## src/rtl/gat_run_ctrl.sv

```systemverilog
// Run sequencer for gat_top: waits for BRAM loads, launches each layer on the core,
// watches gat_ready for completion or timeout, and reports done/err plus debug status.
module gat_run_ctrl #(
    parameter int unsigned TOP_WIDTH      = 32,
    parameter int unsigned NUM_LAYERS     = 2,
    parameter int unsigned TIMEOUT_CYCLES = 16777216,
    parameter int unsigned TMO_W          = 32
) (
    input  logic                 clk,
    input  logic                 rst,
    input  logic                 start,
    input  logic                 abort,
    input  logic                 h_data_done,
    input  logic                 h_node_done,
    input  logic                 wgt_done,
    input  logic                 gat_ready,
    output logic                 gat_layer,
    output logic                 core_start,
    output logic                 busy,
    output logic                 done,
    output logic                 err,
    output logic [TOP_WIDTH-1:0] status,
    output logic [TOP_WIDTH-1:0] run_cycles
);

    typedef enum logic [2:0] {
        StIdle     = 3'd0,
        StWaitLoad = 3'd1,
        StLaunch   = 3'd2,
        StRun      = 3'd3,
        StNext     = 3'd4,
        StDone     = 3'd5,
        StErr      = 3'd6
    } state_t;

    state_t           state;
    logic             layer_idx;
    logic             seen_h;
    logic             seen_node;
    logic             seen_wgt;
    logic             seen_busy;
    logic             h_data_q;
    logic             h_node_q;
    logic             wgt_q;
    logic [TMO_W-1:0] tmo_cnt;

    logic h_rise;
    logic node_rise;
    logic wgt_rise;
    logic loads_ok;
    logic run_done;
    logic tmo_hit;
    logic in_busy;
    logic start_ok;
    logic abort_run;

    // Edge detection, launch/complete/timeout conditions decoded from current state.
    always_comb begin
        h_rise    = h_data_done & ~h_data_q;
        node_rise = h_node_done & ~h_node_q;
        wgt_rise  = wgt_done & ~wgt_q;
        loads_ok  = (layer_idx == 1'b0) ? (seen_h & seen_node & seen_wgt) : seen_wgt;
        // seen_busy is registered, so a ready still high from the last layer cannot complete
        run_done  = seen_busy & gat_ready;
        tmo_hit   = (TIMEOUT_CYCLES != 0) && (tmo_cnt == TMO_W'(TIMEOUT_CYCLES - 1));
        in_busy   = (state == StWaitLoad) || (state == StLaunch) ||
                    (state == StRun) || (state == StNext);
        start_ok  = start & ~abort & ((state == StIdle) || (state == StErr));
        abort_run = abort & (state != StIdle);
    end

    // Debug status word assembled from the state registers.
    always_comb begin
        status = {{(TOP_WIDTH-7){1'b0}}, seen_wgt, seen_node, seen_h, layer_idx, state};
    end

    // Sequencer FSM, load tracking, counters and registered Moore outputs.
    always_ff @(posedge clk) begin
        if (rst) begin
            state      <= StIdle;
            layer_idx  <= 1'b0;
            seen_h     <= 1'b0;
            seen_node  <= 1'b0;
            seen_wgt   <= 1'b0;
            seen_busy  <= 1'b0;
            h_data_q   <= 1'b0;
            h_node_q   <= 1'b0;
            wgt_q      <= 1'b0;
            tmo_cnt    <= '0;
            run_cycles <= '0;
            gat_layer  <= 1'b0;
            core_start <= 1'b0;
            busy       <= 1'b0;
            done       <= 1'b0;
            err        <= 1'b0;
        end else begin
            h_data_q <= h_data_done;
            h_node_q <= h_node_done;
            wgt_q    <= wgt_done;

            if (abort) begin
                seen_h    <= 1'b0;
                seen_node <= 1'b0;
                seen_wgt  <= 1'b0;
            end else begin
                seen_h    <= seen_h | h_rise;
                seen_node <= seen_node | node_rise;
                // Next layer needs a fresh weight load; a load landing right now still counts
                if (state == StNext) begin
                    seen_wgt <= wgt_rise;
                end else begin
                    seen_wgt <= seen_wgt | wgt_rise;
                end
            end

            if (start_ok) begin
                run_cycles <= '0;
            end else if (in_busy && (run_cycles != '1)) begin
                run_cycles <= run_cycles + 1'b1;
            end

            // Outputs are a registered decode of the current state
            core_start <= (state == StLaunch);
            busy       <= in_busy;
            done       <= (state == StDone);
            err        <= (state == StErr) & ~start_ok;
            if (state == StLaunch) begin
                gat_layer <= layer_idx;
            end

            unique case (state)
                StIdle: begin
                    if (start_ok) begin
                        layer_idx <= 1'b0;
                        state     <= StWaitLoad;
                    end
                end
                StWaitLoad: begin
                    if (loads_ok) begin
                        state <= StLaunch;
                    end
                end
                StLaunch: begin
                    seen_busy <= 1'b0;
                    tmo_cnt   <= '0;
                    state     <= StRun;
                end
                StRun: begin
                    if (!gat_ready) begin
                        seen_busy <= 1'b1;
                    end
                    if (run_done) begin
                        state <= StNext;
                    end else if (tmo_hit) begin
                        state <= StErr;
                    end else begin
                        tmo_cnt <= tmo_cnt + 1'b1;
                    end
                end
                StNext: begin
                    if (layer_idx == 1'(NUM_LAYERS - 1)) begin
                        state <= StDone;
                    end else begin
                        layer_idx <= layer_idx + 1'b1;
                        state     <= StWaitLoad;
                    end
                end
                StDone: begin
                    state <= StIdle;
                end
                StErr: begin
                    if (start_ok) begin
                        layer_idx <= 1'b0;
                        state     <= StWaitLoad;
                    end
                end
                default: begin
                    state <= StIdle;
                end
            endcase

            // Abort overrides everything except reset
            if (abort_run) begin
                state      <= StIdle;
                core_start <= 1'b0;
                busy       <= 1'b0;
                done       <= 1'b0;
                err        <= 1'b0;
            end
        end
    end

endmodule

```

## config.mk

```make
export PLATFORM = sky130hd
export DESIGN_NAME = gat_run_ctrl
export DESIGN_NICKNAME = d
export VERILOG_FILES = /design/src/rtl/gat_run_ctrl.sv
export SDC_FILE = /design/constraint.sdc
export NUM_CORES = 1
export LEC_CHECK = 0
export BUFFER_PORTS_ARGS = -buffer_cell sky130_fd_sc_hd__buf_2
export CORE_MARGIN = 2
export CORE_UTILIZATION = 55
export CTS_BUF_LIST = sky130_fd_sc_hd__clkbuf_4 sky130_fd_sc_hd__clkbuf_8
export CTS_CLUSTER_SIZE = 24
export DETAILED_ROUTE_END_ITERATION = 6
export PLACE_DENSITY = 0.8
export SYNTH_ARGS = -nofsm -noshare
export SYNTH_HDL_FRONTEND = slang
export SYNTH_SLANG_ARGS = --single-unit
```

## constraint.sdc

```tcl
create_clock -name clk -period 6.7 [get_ports clk]
set_input_delay 0.67 -clock clk [delete_from_list [all_inputs] [get_ports clk]]
set_output_delay 0.67 -clock clk [all_outputs]
set_load 0.03 [all_outputs]
```

---- Yosys cells after proc, flatten, opt, wreduce, memory -nomap -nowiden ----
Index checks and enable logic that the tools add are counted.
W data, S select, Z words.
word-level totals
  bits of input ports ..................... 8
  output and inout bits ................... 69
  register bits ........................... 80
cells by class
  multiplexer cells ....................... 16
  add/sub/neg operators ................... 3
  equality and inequality tests ........... 14
  reduce and logical (&&, ||, !) cells .... 17
  bitwise logic cells ..................... 18
operator list
  kind                     number
  $add A32 B1 Y32 const B  2
  $mux W32                 2
  $pmux W32 S2             1
  $eq A32 B24 Y1 const B   1
  $ne A32 B32 Y1 const B   1
  $mux W3                  5
  $pmux W3 S5              1
  $and A1 B1 Y1            10
  $eq A3 B3 Y1 const B     3
  $ne A2 B2 Y1 const B     4
  $reduce_or A2 Y1         4
  $eq A3 B2 Y1 const B     2
  $reduce_and A3 Y1        2
  $mux W1                  5
  $not A1 Y1               5
  $logic_or A1 B1 Y1       4
  $pmux W1 S2              2
  $reduce_and A2 Y1        2
  $reduce_bool A2 Y1       2
  $eq A3 B1 Y1 const B     1
  $logic_not A3 Y1         1
  $ne A3 B3 Y1 const B     1
  $or A1 B1 Y1             3
  $reduce_bool A3 Y1       1
  other kinds (3)          3

---- Longest topological paths before layout ----
Gate-level depths: netlist (run 1).
  word-level depth ........................ 5
  depth in mapped cells ................... 9
  depth with buffers taken out ............ 6

---- Worst setup path before layout (run 1) ----
OpenSTA, ideal clock, no wires.
  path type ............................... register -> register
  from .................................... register run_cycles[0]
  to ...................................... register run_cycles[1]
  arrival time ............................ 2207 ps
  buffers on the path ..................... 3
  setup time .............................. 115 ps
  data required time ...................... 6585 ps
  cell stages (with the launch flop) ...... 10
  slack ................................... 4378 ps
  cells stage by stage .................... dfxtp_1 > ha_1 > and4_1 > and3_1 > and4_1 > clkbuf_1 > clkbuf_1 > buf_2 > nor2_1 > o21a_1
on the way
  cells in the longest elaborated chain, start to end .. 2
  elaborated cells between the ends (all ways) .. 3
ends and longest elaborated chain
  element                                                  RTL line  RTL
  from (decl)                                              23        output logic [TOP_WIDTH-1:0] run_cycles
  from (signal assigned)                                   119       run_cycles <= run_cycles + 1'b1;
  branches (longest 2 deep; another with $add A32 B1 Y32)  -
Parallel ways; which one is timed is not known.
A chain may end at the register's enable or synchronous reset.

---- Worst setup path after layout (run 1) ----
  from .................................... register state[1]
  to ...................................... register run_cycles[31]
on the way
  cells in the longest elaborated chain, start to end .. 5
  elaborated cells between the ends (all ways) .. 13
ends and longest elaborated chain
  element                                       RTL line  RTL
  from (decl)                                   36        state_t state;
  from (signal assigned)                        80        state <= StIdle;
  from (signal assigned)                        135       state <= StWaitLoad;
  from (signal assigned)                        140       state <= StLaunch;
  $eq A3 B1 Y1 or $eq A3 B2 Y1 (tied branches)  66        in_busy = (state == StWaitLoad) || (state == StLaunch) ||
  $logic_or A1 B1 Y1 (2 in series)              66
  $logic_or A1 B1 Y1                            67        (state == StRun) || (state == StNext);
  $logic_and A1 B1 Y1                           118       end else if (in_busy && (run_cycles != '1)) begin
Parallel ways exist; a longest one is shown, timed or not.

==> results.sh, run 1 <==
export IMPL_r2r_end="run_cycles[31]$_SDFFE_PP0P_"
export IMPL_p_clk_share_pct=41.0
export IMPL_drc_errors=0
export IMPL_dr_pass1_iters=4
export IMPL_cts_tree="done"
export IMPL_leakage_nw=1.66
export IMPL_yosysTopAreaCell="dfxtp_1"
export IMPL_power_density_nw_per_um2=198
export IMPL_die_h_um=91.3
export IMPL_hpwl_um=6510
export IMPL_yosysSeqAreaShare_pct=38.2
export IMPL_worstSetupPathType="flop to flop"
export IMPL_worstSetupEndpoint="run_cycles[31]$_SDFFE_PP0P_"
export IMPL_setup_violations=0
export IMPL_grtUsageMet1_pct=29.5
export IMPL_fin_util_pct=62.0
export IMPL_post_cts_setup_buffer_count=0
export IMPL_die_area_sq_um=8330
export IMPL_ys_async_sr_fraction_pct=0
export IMPL_vias=3878
export IMPL_final_common_cell="dfxtp_1"
export IMPL_crit_path_start="state[1]$_SDFFE_PP0P_"
export IMPL_netlist_area_leader_share_pct=38.2
export IMPL_cts_hold_buf=0
export IMPL_fmax_ghz=0.361
export IMPL_cpPeakStageDelay_ns=0.74
export IMPL_fin_crit_sh_pct=41.4
export IMPL_power_switching_mw=0.238
export IMPL_clock_sinks=80
export IMPL_hold_ws_ns=0.474
export IMPL_use_met2_pct=37.5
export IMPL_end_kind="flop"
export IMPL_grt_max_degree=33
export IMPL_routed_wl_um=9270
export IMPL_start_util_pct=57.1
export IMPL_gp_congestion=0.853
export IMPL_crit_chain="or3_1, nand4_1, nand2b_1, or4_1, a21oi_1"
export IMPL_drive_gt1_share_pct=14.5
export IMPL_diodes=0
export IMPL_synth_ff_type="dfxtp_1"
export IMPL_grt_overflow=0
export IMPL_cts_root_buf="clkbuf_8"
export IMPL_critPathLaunchType="flop"
export IMPL_slew_headroom_pct=35.6
export IMPL_skew_ns=0.00708
export IMPL_rsz0062_at_grt="false"
export IMPL_vias_per_cell=5.95
export IMPL_h_tree_depth=3
export IMPL_report_final_hold_viol_count=0
export IMPL_clkLatencyLatePin_ns=0.35
export IMPL_synth_edf_count=0
export IMPL_yosys_warnings=0
export IMPL_finalNetCount=558
export IMPL_busiest_layer="met2"
export IMPL_grt_met3_usage_pct=3.40
export IMPL_postRouteAntennaNets=0
export IMPL_intPower_mw=0.663
export IMPL_crit_required_ns=6.98
export IMPL_finalMaxSlewViolations=0
export IMPL_pwr_share_seq_pct=53.3
export IMPL_peakVddDrop_mv=0.133
export IMPL_netlist_instances=514
export IMPL_ys_ff_latch=80
export IMPL_reg_largest_list="run_cycles x32, tmo_cnt x32, state x3"
export IMPL_syn2layout_area_growth_pct=8.42
export IMPL_p_comb_share_pct=5.7
export IMPL_setup_tns_ns=0
export IMPL_io_pins=77
export IMPL_report_power_total_mw=0.901
export IMPL_status="finished, final reports clean"
export IMPL_min_path_type="flop to flop"
export IMPL_routedWlPerCell_um=14.2
export IMPL_grt_pass1_wl_um=15800
export IMPL_ctsLongestPathBuffers=2
export IMPL_cp_slowest_cell="nand4_1"
export IMPL_antenna_found_initial=0
export IMPL_synth_avg_cell_area_sq_um=8.15
export IMPL_synth_cell_types=47
export IMPL_crit_fanout=25
export IMPL_cp_arrival_ns=3.05
export IMPL_drt_iter0_drc=220
export IMPL_num_rows=31
export IMPL_fp_dieW_um=91.3
export IMPL_ctsResizeCount=0
export IMPL_r2r_cells=5
export IMPL_clkTransAtPathRegs_ns=0.09
export IMPL_core_area_sq_um=7330
export IMPL_worstMarginPinSlew_ns=0.957
export IMPL_rrSetupSlack_ns=3.93
export IMPL_regToRegStartpoint="state[1]$_SDFFE_PP0P_"
export IMPL_cap_violations=0
export IMPL_final_cell_mix="dfxtp_1, a21oi_1, nand2_1"
export IMPL_fin_crit_ns=2.77
export IMPL_sw_frac_of_total_pct=26.4
export IMPL_cts_buffers=9
export IMPL_fill_cells=648
export IMPL_grt_use_total_pct=22.6
export IMPL_syn_area_sq_um=4190
export IMPL_synth_area_leaders="dfxtp_1, a21oi_1, or4_1"
export IMPL_grt_pass1_vias=3468
export IMPL_port_buffers=51
area by class of cell:
type | instances | area [sq um] | area share [%]
multi-input cells | 399 | 2330 | 51.3
flip-flops and latches | 80 | 1600 | 35.3
repair buffers | 52 | 263 | 5.79
clock buffers | 9 | 124 | 2.73
well taps | 99 | 124 | 2.73
clock inverters | 7 | 77.6 | 1.71
inverters | 6 | 22.5 | 0.496
critical path: cells and delay by family, from the launching register on:
| family | cells | cell delay, ns |
|---|---|---|
| compound gates | 1 | 0.14 |
| flops | 1 | 0.59 |
| simple gates | 4 | 1.96 |
layer usage:
layer  wire length (um)  vias to the layer above
met5                  0                        -
met4                132                        0
met3                387                       10
met2               4510                       93
met1               4240                     1832
li1                   -                     1943
power groups by stage:
stage               Combinational (mW)  Clock, mW  Sequential [mW]
floorplan                       0.0526          0            0.493
global placement                0.0505          0            0.491
detailed placement              0.0509          0            0.492
CTS                             0.0511      0.378            0.480
global route                    0.0557      0.392            0.481
finish                          0.0512      0.370            0.480
synthesized netlist by cell type, drive strengths merged, types with 10 or more instances:
cell type / instances
clkbuf: 20
nor2: 28
or3: 21
nand2: 53
nand3: 24
dfxtp: 80
o21ai: 20
or4: 35
nor4: 10
a21oi: 55
nand4: 19
buf: 33
o31ai: 29
logic make-up (layout without fill, tap and decap cells):
family	count (synthesis)	count (layout)	share of synthesized area (%)
AND/OR/NAND/NOR	234	234	31.4
other	1	25	0.0895
flip-flops	80	80	38.2
adder cells (fa/ha/maj)	2	2	0.597
multiplexers	6	6	1.43
AO/OA/AOI/OAI	127	127	18.9
XOR/XNOR	5	5	1.05
buffers and inverters	59	74	8.30
stage by stage:
| step | cells | setup WS (ns) | instance area (sq um) |
|---|---|---|---|
| 6_report | 652 | 3.93 | 4540 |
| 5_1_grt | 652 | 3.74 | 4540 |
| 4_1_cts | 652 | 3.99 | 4540 |
| 3_5_place_dp | 636 | 4.02 | 4340 |
| 3_3_place_gp | 636 | 4.17 | 4340 |
| 2_1_floorplan | 538 | 4.38 | 4280 |
worst min path at each step:
stage,startpoint,to,slack [ns],cells past startpoint
final,gat_layer$_SDFFE_PP0P_,gat_layer$_SDFFE_PP0P_,0.47,2
after global routing,start,err$_SDFF_PP0_,0.50,2
after CTS,gat_layer$_SDFFE_PP0P_,gat_layer$_SDFFE_PP0P_,0.48,2
after detailed placement,gat_layer$_SDFFE_PP0P_,gat_layer$_SDFFE_PP0P_,0.46,2
after global placement,gat_layer$_SDFFE_PP0P_,gat_layer$_SDFFE_PP0P_,0.45,2
after floorplan,tmo_cnt[26]$_SDFFE_PP0P_,tmo_cnt[26]$_SDFFE_PP0P_,0.45,2
Note: power is estimated with default switching activity, not from simulation.
==> run 2, diff against run 1 <==
Settings changed: CORE_UTILIZATION 55 to 52, PLACE_DENSITY 0.8 to 0.79.
Clock period 6.7 ns to 2.5 ns, I/O delays scaled along.
==> results.sh, run 2 (synthesized netlist as in run 1, its figures left out) <==
export IMPL_status="finished, final reports clean"
export IMPL_finalMaxSlewViolations=0
export IMPL_routed_wl_um=9740
export IMPL_fin_crit_sh_pct=92.7
export IMPL_fmax_ghz=0.432
export IMPL_power_density_nw_per_um2=535
export IMPL_num_rows=32
export IMPL_grt_pass1_wl_um=16300
export IMPL_cts_buffers=9
export IMPL_skew_ns=0.0120
export IMPL_grtUsageMet1_pct=28.6
export IMPL_drt_iter0_drc=179
export IMPL_sw_frac_of_total_pct=25.0
export IMPL_grt_overflow=0
export IMPL_final_cell_mix="dfxtp_1, a21oi_1, nand2_1"
export IMPL_antenna_found_initial=0
export IMPL_vias=3998
export IMPL_slew_headroom_pct=47.1
export IMPL_drive_gt1_share_pct=16.4
export IMPL_cts_root_buf="clkbuf_8"
export IMPL_setup_tns_ns=0
export IMPL_die_h_um=93.8
export IMPL_routedWlPerCell_um=14.6
export IMPL_reg_largest_list="run_cycles x32, tmo_cnt x32, state x3"
export IMPL_cts_hold_buf=0
export IMPL_dr_pass1_iters=4
export IMPL_end_kind="flop"
export IMPL_die_area_sq_um=8790
export IMPL_use_met2_pct=38.6
export IMPL_h_tree_depth=3
export IMPL_pwr_share_seq_pct=51.3
export IMPL_vias_per_cell=5.99
export IMPL_worstMarginPinSlew_ns=0.789
export IMPL_syn2layout_area_growth_pct=12.0
export IMPL_crit_fanout=15
export IMPL_clkTransAtPathRegs_ns=0.08
export IMPL_io_pins=77
export IMPL_min_path_type="primary input to flop"
export IMPL_cap_violations=0
export IMPL_intPower_mw=1.88
export IMPL_ctsResizeCount=0
export IMPL_diodes=0
export IMPL_fp_dieW_um=93.8
export IMPL_power_switching_mw=0.629
export IMPL_critPathLaunchType="flop"
export IMPL_drc_errors=0
export IMPL_peakVddDrop_mv=0.343
export IMPL_post_cts_setup_buffer_count=0
export IMPL_p_clk_share_pct=43.0
export IMPL_grt_max_degree=33
export IMPL_finalNetCount=571
export IMPL_gp_congestion=0.822
export IMPL_hpwl_um=7030
export IMPL_clkLatencyLatePin_ns=0.35
export IMPL_busiest_layer="met2"
export IMPL_start_util_pct=53.9
export IMPL_cp_arrival_ns=2.59
export IMPL_final_common_cell="dfxtp_1"
export IMPL_grt_use_total_pct=22.6
export IMPL_grt_pass1_vias=3542
export IMPL_fin_cells=668
export IMPL_crit_required_ns=2.78
export IMPL_setup_violations=0
export IMPL_postRouteAntennaNets=0
export IMPL_worstSetupPathType="flop to flop"
export IMPL_rsz0062_at_grt="false"
export IMPL_core_area_sq_um=7770
export IMPL_report_final_hold_viol_count=0
export IMPL_cts_tree="done"
export IMPL_ctsLongestPathBuffers=2
export IMPL_place_inst=652
export IMPL_fill_cells=740
export IMPL_leakage_nw=1.74
export IMPL_grt_met3_usage_pct=3.53
export IMPL_port_buffers=51
export IMPL_fin_crit_ns=2.32
export IMPL_clock_sinks=80
export IMPL_p_comb_share_pct=5.7
-- run 2: cell type report --
type	count	area, sq um	area share [%]
sequential	80	1600	34.1
timing repair buffer	65	385	8.21
tap	102	128	2.72
clock buffer	9	124	2.64
clock inverter	7	101	2.16
multi-input combinational	399	2330	49.7
inverter	6	22.5	0.480
-- run 2: final timing paths --
| kind | from | to | slack (ns) | cells after the start |
|---|---|---|---|---|
| hold reg to reg | gat_layer$_SDFFE_PP0P_ | gat_layer$_SDFFE_PP0P_ | 0.48 | 2 |
| setup / recovery | state[1]$_SDFFE_PP0P_ | run_cycles[28]$_SDFFE_PP0P_ | 0.18 | 5 |
| setup reg to reg | state[1]$_SDFFE_PP0P_ | run_cycles[28]$_SDFFE_PP0P_ | 0.18 | 5 |
| hold / removal | start | err$_SDFF_PP0_ | 0.08 | 2 |
-- run 2: layer usage --
metal  routed length, um  vias to the layer above
li1                    -                     1983
met1                4340                     1897
met2                4780                      108
met3                 483                       10
met4                 138                        0
met5                   0                        -
-- run 2: power groups by stage --
stage / sequential [mW] / clock, mW / combinational (mW)
2_1_floorplan: 1.32 / 0 / 0.141
3_3_place_gp: 1.32 / 0 / 0.140
3_5_place_dp: 1.32 / 0 / 0.143
4_1_cts: 1.29 / 1.11 / 0.144
5_1_grt: 1.29 / 1.15 / 0.157
6_report: 1.29 / 1.08 / 0.144
-- run 2: critical path, cell delays in order (launching register included) --
cell,delay (ns)
dfxtp_1,0.60
or3_1,0.28
and2_1,0.26
nand4_1,0.35
or4_1,0.61
a21oi_1,0.14
-- run 2: stage by stage --
step                hold slack, ns  cell area (sq um)  util (%)  total power, mW  worst slack (ns)
detailed placement           0.448               4470      57.5             1.46             0.243
global placement             0.449               4470      57.5             1.46             0.304
finish                      0.0848               4690      60.4             2.51             0.183
floorplan                    0.329               4280         -             1.46             0.178
global route                0.0754               4690      60.4             2.60            0.0286
CTS                         0.0678               4690      60.4             2.54             0.208
